**config.mk**
```make
export PLATFORM = sky130hd
export DESIGN_NAME = snake_step_ctrl_flat
export DESIGN_NICKNAME = d
export VERILOG_FILES = /design/src/rtl/snake_pkg.sv /design/src/rtl/snake_step_ctrl_if.sv /design/src/rtl/btn_debounce.sv /design/src/rtl/snake_step_ctrl.sv /design/src/flat_wrapper.sv
export SDC_FILE = /design/constraint.sdc
export NUM_CORES = 1
export LEC_CHECK = 0
export BUFFER_PORTS_ARGS = -buffer_cell sky130_fd_sc_hd__buf_2
export CAP_MARGIN = 30
export CORE_MARGIN = 2
export CORE_UTILIZATION = 40
export CTS_CLUSTER_DIAMETER = 80
export DETAILED_ROUTE_END_ITERATION = 8
export PLACE_DENSITY = 0.66
export SLEW_MARGIN = 20
export SYNTH_ARGS = -nofsm -noshare
export SYNTH_HDL_FRONTEND = slang
export SYNTH_HIERARCHICAL = 1
export SYNTH_SLANG_ARGS = --single-unit
```
**constraint.sdc**
```tcl
create_clock -name clk -period 5.41 [get_ports clk]
set_input_delay 1.082 -clock clk [delete_from_list [all_inputs] [get_ports clk]]
set_output_delay 1.082 -clock clk [all_outputs]
set_load 0.01 [all_outputs]
```
**src/rtl/snake_pkg.sv**
```systemverilog
// rtl/snake_pkg.sv - shared types and sound codes for the snake game sequencer
package snake_pkg;

    typedef enum logic [1:0] {
        STRAIGHT = 2'b00,
        LEFT     = 2'b01,
        RIGHT    = 2'b10
    } turn_t;

    typedef enum logic [1:0] {
        IDLE = 2'b00,
        INIT = 2'b01,
        RUN  = 2'b10,
        OVER = 2'b11
    } game_state_t;

    localparam logic [1:0] SND_FAIL  = 2'd0;
    localparam logic [1:0] SND_MOVE  = 2'd1;
    localparam logic [1:0] SND_APPLE = 2'd2;

    // At most one pending flag is ever set, so the order here only fixes the encoding.
    function automatic turn_t pend_to_turn(input logic pend_l, input logic pend_r);
        if (pend_l) begin
            return LEFT;
        end
        if (pend_r) begin
            return RIGHT;
        end
        return STRAIGHT;
    endfunction

endpackage

```
**src/rtl/snake_step_ctrl_if.sv**
```systemverilog
// rtl/snake_step_ctrl_if.sv - step command / result handshake between sequencer and datapath
interface snake_step_ctrl_if;
    import snake_pkg::*;

    logic  step_req;
    turn_t step_turn;
    logic  init_req;
    logic  step_ack;
    logic  step_collide;
    logic  step_apple;

    modport master (
        output step_req, step_turn, init_req,
        input  step_ack, step_collide, step_apple
    );

    modport slave (
        input  step_req, step_turn, init_req,
        output step_ack, step_collide, step_apple
    );

endinterface

```
**src/rtl/btn_debounce.sv**
```systemverilog
// rtl/btn_debounce.sv - active-low button: 2-flop synchronizer, debounce counter, press pulse
module btn_debounce #(
    parameter int DEB_W = 16
) (
    input  logic clk,
    input  logic rst_n,
    input  logic btn_i,
    output logic fell_o
);
    // The level flips on the (2^DEB_W-1)th consecutive sample that differs from it.
    localparam logic [DEB_W-1:0] LAST = DEB_W'((1 << DEB_W) - 2);

    logic [1:0]       sync_q;
    logic [DEB_W-1:0] cnt_q;
    logic             level_q;
    logic             fell_q;

    always_ff @(posedge clk) begin
        if (!rst_n) begin
            sync_q  <= 2'b11;
            cnt_q   <= '0;
            level_q <= 1'b1;
            fell_q  <= 1'b0;
        end else begin
            sync_q <= {sync_q[0], btn_i};
            fell_q <= 1'b0;
            if (sync_q[1] == level_q) begin
                cnt_q <= '0;
            end else if (cnt_q == LAST) begin
                level_q <= sync_q[1];
                cnt_q   <= '0;
                fell_q  <= ~sync_q[1];
            end else begin
                cnt_q <= cnt_q + DEB_W'(1);
            end
        end
    end

    assign fell_o = fell_q;

endmodule

```
**src/rtl/snake_step_ctrl.sv**
```systemverilog
// rtl/snake_step_ctrl.sv - game sequencer: tick prescaler, turn latch and IDLE/INIT/RUN/OVER FSM
module snake_step_ctrl
    import snake_pkg::*;
#(
    parameter int N     = 25,
    parameter int DEB_W = 16
) (
    input  logic              clk,
    input  logic              rst_n,
    input  logic              btL,
    input  logic              btR,
    input  logic              sw1,
    input  logic              speedSw,
    snake_step_ctrl_if.master step,
    output logic              game_over,
    output logic              tick_miss,
    output logic              speakerCall,
    output logic [1:0]        soundCode
);
    logic         fell_l;
    logic         fell_r;
    logic [N-1:0] cnt_q;
    logic [N-1:0] cnt_d;
    logic         msb_q;
    logic         tick;
    logic         take_turn;
    logic         pend_l_q;
    logic         pend_r_q;
    game_state_t  state_q;
    logic         step_req_q;
    turn_t        step_turn_q;
    logic         init_req_q;
    logic         game_over_q;
    logic         tick_miss_q;
    logic         spk_q;
    logic [1:0]   snd_q;

    btn_debounce #(.DEB_W(DEB_W)) u_deb_l (.clk(clk), .rst_n(rst_n), .btn_i(btL), .fell_o(fell_l));
    btn_debounce #(.DEB_W(DEB_W)) u_deb_r (.clk(clk), .rst_n(rst_n), .btn_i(btR), .fell_o(fell_r));

    assign cnt_d     = cnt_q + (speedSw ? N'(2) : N'(1));
    assign tick      = cnt_q[N-1] & ~msb_q;
    assign take_turn = sw1 && (state_q == RUN) && !step_req_q && tick;

    always_ff @(posedge clk) begin
        if (!rst_n) begin
            cnt_q <= '0;
            msb_q <= 1'b0;
        end else begin
            cnt_q <= cnt_d;
            msb_q <= cnt_q[N-1];
        end
    end

    // A press in the same cycle as the flags are consumed survives for the next tick.
    always_ff @(posedge clk) begin
        if (!rst_n || state_q == INIT) begin
            pend_l_q <= 1'b0;
            pend_r_q <= 1'b0;
        end else if (fell_l || fell_r) begin
            pend_l_q <= fell_l & ~fell_r;
            pend_r_q <= fell_r & ~fell_l;
        end else if (take_turn) begin
            pend_l_q <= 1'b0;
            pend_r_q <= 1'b0;
        end
    end

    always_ff @(posedge clk) begin
        if (!rst_n) begin
            state_q     <= IDLE;
            step_req_q  <= 1'b0;
            step_turn_q <= STRAIGHT;
            init_req_q  <= 1'b0;
            game_over_q <= 1'b0;
            tick_miss_q <= 1'b0;
            spk_q       <= 1'b0;
            snd_q       <= SND_MOVE;
        end else begin
            init_req_q <= 1'b0;
            if (!sw1) begin
                state_q     <= IDLE;
                step_req_q  <= 1'b0;
                game_over_q <= 1'b0;
            end else begin
                case (state_q)
                    IDLE: begin
                        state_q    <= INIT;
                        init_req_q <= 1'b1;
                    end
                    INIT: begin
                        state_q     <= RUN;
                        game_over_q <= 1'b0;
                        tick_miss_q <= tick;
                    end
                    RUN: begin
                        if (step_req_q) begin
                            if (tick) begin
                                tick_miss_q <= 1'b1;
                            end
                            if (step.step_ack) begin
                                step_req_q <= 1'b0;
                                spk_q      <= ~spk_q;
                                if (step.step_collide) begin
                                    state_q     <= OVER;
                                    game_over_q <= 1'b1;
                                    snd_q       <= SND_FAIL;
                                end else if (step.step_apple) begin
                                    snd_q <= SND_APPLE;
                                end else begin
                                    snd_q <= SND_MOVE;
                                end
                            end
                        end else if (tick) begin
                            step_req_q  <= 1'b1;
                            step_turn_q <= pend_to_turn(pend_l_q, pend_r_q);
                        end
                    end
                    OVER: begin
                        tick_miss_q <= 1'b0;
                    end
                    default: begin
                        state_q <= IDLE;
                    end
                endcase
            end
        end
    end

    assign step.step_req  = step_req_q;
    assign step.step_turn = step_turn_q;
    assign step.init_req  = init_req_q;
    assign game_over      = game_over_q;
    assign tick_miss      = tick_miss_q;
    assign speakerCall    = spk_q;
    assign soundCode      = snd_q;

endmodule

```
**src/flat_wrapper.sv**
```systemverilog
// flat-port wrapper written by rule: the top's interface ports become plain ports
module snake_step_ctrl_flat import snake_pkg::*;
#(
    parameter int N     = 25,
    parameter int DEB_W = 16
)
  (clk, rst_n, btL, btR, sw1, speedSw, game_over, tick_miss, speakerCall, soundCode, step_step_req, step_step_turn, step_init_req, step_step_ack, step_step_collide, step_step_apple);
  snake_step_ctrl_if step_i ();
  input  logic clk;
  input  logic rst_n;
  input  logic btL;
  input  logic btR;
  input  logic sw1;
  input  logic speedSw;
  output logic game_over;
  output logic tick_miss;
  output logic speakerCall;
  output logic [1:0] soundCode;
  output wire logic [$bits(step_i.step_req)-1:0] step_step_req;
  output wire logic [$bits(step_i.step_turn)-1:0] step_step_turn;
  output wire logic [$bits(step_i.init_req)-1:0] step_init_req;
  input wire logic [$bits(step_i.step_ack)-1:0] step_step_ack;
  input wire logic [$bits(step_i.step_collide)-1:0] step_step_collide;
  input wire logic [$bits(step_i.step_apple)-1:0] step_step_apple;
  assign step_step_req = step_i.step_req;
  assign step_step_turn = step_i.step_turn;
  assign step_init_req = step_i.init_req;
  assign step_i.step_ack = step_step_ack;
  assign step_i.step_collide = step_step_collide;
  assign step_i.step_apple = step_step_apple;
  snake_step_ctrl #(.N(N), .DEB_W(DEB_W)) u_core (.clk(clk), .rst_n(rst_n), .btL(btL), .btR(btR), .sw1(sw1), .speedSw(speedSw), .step(step_i), .game_over(game_over), .tick_miss(tick_miss), .speakerCall(speakerCall), .soundCode(soundCode));
endmodule
```
* Word-level counts from Yosys, hierarchy flattened
Cells that the tools add are included.
** Storage, ports and cells
- Memory bits (writable) :: 0
- Word-level logic and storage cells :: 111
- Output and inout bits :: 9
- Latch bits :: 0
- Memories :: 0
- Input bits :: 9
- Register bits :: 79
- Bits in read-only memories :: 0
** Operators by class
- Shifts and indexed selects :: 0
- Div/mod/pow operators :: 0
- Eq/ne operators :: 11
- Muxes and demuxes :: 38
- $lt $le $gt $ge :: 0
- Add/subtract/negate cells :: 3
- Multipliers :: 0
- Reduce and logical (&&, ||, !) cells :: 24
- Bitwise operators :: 15
** Operators by type and width (count)
- adder 16 x 1 -> 16 bit (second input constant) :: 2
- equality test 16 bit (second input constant) :: 2
- adder 25 bit :: 1
- two-way mux 1 bit :: 25
- two-way mux 2 bit :: 10
- AND reduction 4 bit :: 5
- inverter 1 bit :: 12
- OR reduction 3 bit :: 4
- case mux 2 bit (3 select lines) :: 1
- AND reduction 2 bit :: 3
- nonzero test 3 bit :: 2
- equality test 2 bit (second input constant) :: 2
- inequality test 2 x 1 -> 1 bit (second input constant) :: 2
- inequality test 2 bit (second input constant) :: 2
- nonzero test 2 bit :: 2
- bitwise AND 1 bit :: 3
- logical AND 1 bit :: 3
- case mux 1 bit (3 select lines) :: 1
- equality test 1 bit :: 2
- equality test 2 x 1 -> 1 bit (second input constant) :: 1
- logical NOT 1 bit :: 2
- logical NOT 2 bit :: 1
- logical OR 1 bit :: 2
- case mux 1 bit (2 select lines) :: 1

* Logic depth before layout (Yosys ltp)
- Depth in word-level cells :: 15
- Mapped depth :: 8
- Depth with buffers taken out :: 8

* Cells and area by module
The synthesis kept the hierarchy.
** By module, submodules not included
- snake_step_ctrl :: cells an instance 203, area each 1839.3 µm², instances 1
- btn_debounce :: cells an instance 92, area each 859.6 µm², instances 2

* Worst setup path before layout
OpenSTA, ideal clock, no wires.
- Kind :: in2reg
- Start :: in speedSw
- End :: reg u_core.cnt_q[24]
- Library setup time :: 0.123 ns
- Data required time :: 5.287 ns
- Stages :: 8
- Arrival time :: 2.856 ns
- Buffers on the path :: 0
- Path slack :: 2.431 ns
- Cell sequence :: inv_1 -> ha_1 -> inv_1 -> fa_1 -> nand4b_2 -> nor4_4 -> nand4_1 -> mux2_1
** Between the ends
- Word-level cells in the longest chain between the ends :: 2
** RTL lines
- start: declaration :: RTL line flat_wrapper.sv:14 : input logic speedSw;
- two-way mux 2 bit :: RTL line snake_step_ctrl.sv:41 : assign cnt_d = cnt_q + (speedSw ? N'(2) : N'(1));
- adder 25 bit :: RTL line snake_step_ctrl.sv:41
- end signal: assignment :: RTL line snake_step_ctrl.sv:50 : cnt_q <= cnt_d;
- end: declaration :: RTL line snake_step_ctrl.sv:22 : logic [N-1:0] cnt_q;
No other way between the ends.
A chain may end at the register's enable or synchronous reset.

* Worst setup path in the final report
Ends and elaborated chain as after synthesis.

==> run_results.csv <==
group,metric,value,unit
run_status,status,"finished, final reports clean",
synthesis,async_reset_ff_frac,0,
worst_setup_path,cp_data_arrival_time,3120,ps
floorplan,start_util,0.410,
sta,post-route-period-util,0.533,
floorplan,coreArea,8680,µm²
detailed_routing,wl_per_cell,11.7,µm
synthesis,synth-seq-cells,79,
sta,rsz0062_at_grt,"no",
place,hpwl,4340,µm
worst_setup_path,setup.worst_path.class,"input pin to flip-flop",
synthesis,synth_common_cells,"79 x dfxtp_1, 57 x nor2_1, 30 x xnor2_1",
worst_setup_path,reg2reg_slack,3160,ps
clock_tree,clk_pin_slew,80,ps
power,peakVddDrop,0.145,mV
place,place_congestion,0.780,
detailed_routing,drt_iter0_drc,85,
clock_tree,cts_buffers,9,
worst_setup_path,cp_max_fo,4,
sta,finClkSkew,5.17,ps
synthesis,yosysTopAreaCell,"dfxtp_1",
worst_setup_path,cp_common_cell,"inv_1",
worst_setup_path,crit_path_start_kind,"input pin",
sta,finalCriticalPeriod,2880,ps
worst_setup_path,crit_required,5650,ps
power,power_density,305,nW/µm²
global_routing,grt_max_degree,27,
place,port-buffer-count,17,
place,place_ws,2130,ps
flow_run,max_cap_viol_count,0,
cells_and_area,fin_cells,519,
worst_setup_path,slowest_delay,430,ps
cells_and_area,drive_gt1_frac,0.117,
cells_and_area,antennaDiodeCount,0,
clock_tree,post_cts_buffers,0,
clock_tree,cts.path.max_buffers,2,
place,dp.cells,503,
sta,fmax,0.347,GHz
clock_tree,clock_latency,350,ps
detailed_routing,drtAntennaViolNets,0,
clock_tree,cts_num_sinks,79,
worst_setup_path,end_kind,"flip-flop",
global_routing,grtUsageTotal,0.137,
global_routing,antenna_found_initial,0,
cells_and_area,area_delta_synth_final,11.8,%
synthesis,synth_area,3560,µm²
detailed_routing,dr.pass1.iters,4,
synthesis,synth_nets,409,
floorplan,rows,34,
synthesis,synth_top_flop_cell,"dfxtp_1",
floorplan,die_w,98.3,µm
clock_tree,post_cts_resized,0,
worst_setup_path,path_delay_family,"simple AND/OR/NAND/NOR gates",
cells_and_area,nNetsFinal,428,
floorplan,ios,18,
worst_setup_path,cp_cell_sequence,"buf_2 -> inv_1 -> ha_1 -> inv_1 -> fa_1 -> nand4b_2 -> nor4_4 -> nand4_1 -> mux2_1",
cells_and_area,fillers,864,
sta,drv_slew,0,
synthesis,yosys_warnings,6,
synthesis,ys_top_cells_by_area,"dfxtp_1 44%, xnor2_1 7.4%, nor2_1 6.0%",
worst_setup_path,crit_slowest_cell,"fa_1",
synthesis,synth_top_cell_area_share,0.444,
sta,setup_viol,0,
synthesis,avgSynthCellArea,9.19,µm²
clock_tree,htreeDepth,3,
clock_tree,cts_tree,"yes",
detailed_routing,drcViolationCount,0,
detailed_routing,finalWirelength,6070,µm
synthesis,netlist_instances,387,
global_routing,grt_pass1_wl,11100,µm
worst_hold_path,hold_path_class,"flip-flop to flip-flop",
synthesis,yosysSeqAreaShare,0.444,
global_routing,gr-total-overflow,0,
floorplan,die_area,9670,µm²
cells_and_area,utilization,0.458,
sta,slew_headroom,0.499,
synthesis,synth_edf_count,0,
sta,hold_viol,0,
synthesis,yosysMostFrequentCell,"dfxtp_1",
global_routing,grt_pass1_vias,2540,
power,p_leak,1.40,nW
synthesis,synth.distinct_cells,46,
clock_tree,root_buffer,"clkbuf_8",
detailed_routing,num_vias,2634,
sta,tightestPinTransition,747,ps
sta,setup_tns,0,ps
clock_tree,hold_buffers,0,
detailed_routing,routed_via_density,5.08,
sta,fin_ws,2530,ps
worst_setup_path,crit_buf_inv,3,
floorplan,die_h,98.3,µm
==> where the power goes <==
group	switching, mW	leakage [nW]	internal, mW	total (mW)
clock network	0.208	0.134	0.367	0.575
registers	0.00665	0.639	0.588	0.595
logic	0.0258	0.624	0.0162	0.0419
total	0.240	1.40	0.971	1.21
==> final timing paths <==
kind                             from                       end  cells after the start
min reg2reg  u_core/u_deb_r/sync_q[0]  u_core/u_deb_r/sync_q[1]                      1
max                           speedSw          u_core/cnt_q[24]                      9
min          u_core/u_deb_r/sync_q[0]  u_core/u_deb_r/sync_q[1]                      1
max reg2reg           u_core/cnt_q[0]          u_core/cnt_q[24]                      7
==> state kept, by name (all words and copies together), names as in the netlist, 2 cells and up <==
register,flops
u_core/state_q,2
u_core/cnt_q,25
u_core/soundCode,2
u_core/step.step_turn,2
u_core/u_deb_r/sync_q,2
u_core/u_deb_l/cnt_q,16
u_core/u_deb_r/cnt_q,16
u_core/u_deb_l/sync_q,2
==> per-layer routing <==
metal  global-route usage  part of all wire  vias to the layer above
li1                     -                 -                     1378
met1                0.166              0.48                     1226
met2                0.234              0.47                       26
met3               0.0494             0.043                        4
met4               0.0316            0.0069                        0
met5                    0                 0                        -
==> through the flow <==
stage	hold slack [ps]	power (mW)	cell area [µm²]
floorplan	386	0.638	3560
global placement	398	0.649	3710
detailed placement	401	0.651	3710
CTS	421	1.23	3980
global route	427	1.26	3980
finish	417	1.21	3980
==> cells by family after synthesis <==
logic type / Yosys count / synth area share
buffers and inverters: 24 / 0.0359
xor gates and xnor gates: 44 / 0.108
and+or+nand+nor: 193 / 0.301
DFF: 79 / 0.444
AOI/OAI and AO/OA: 27 / 0.0429
adders and majority gates: 13 / 0.0478
muxes: 7 / 0.0200
==> layout by cell type (no fill, tap or decap), types with 4 or more instances in the layout <==
cell	instances
xor2_1	14
ha_1	12
nor2_1	57
xnor2_1	30
dfxtp_1	79
nand2b_1	9
bufinv_16	4
inv_1	14
nor3_1	16
o21ai_0	5
mux2i_1	6
and3_1	7
nand3_1	22
nor4_1	11
or3_1	4
nor2_2	4
a21oi_1	16
nand2_1	24
nand4_1	17
buf_2	17
clkbuf_8	10
==> area by class of cell <==
type / instances / area [µm²] / area share
clock buffers: 11 / 141 / 0.0355
clock inverters: 5 / 129 / 0.0324
inverters: 15 / 56.3 / 0.0142
repair buffers: 17 / 85.1 / 0.0214
well taps: 108 / 135 / 0.0340
flip-flops and latches: 79 / 1580 / 0.398
multi-input cells: 284 / 1850 / 0.465
Power figures use the tool's default switching activity.
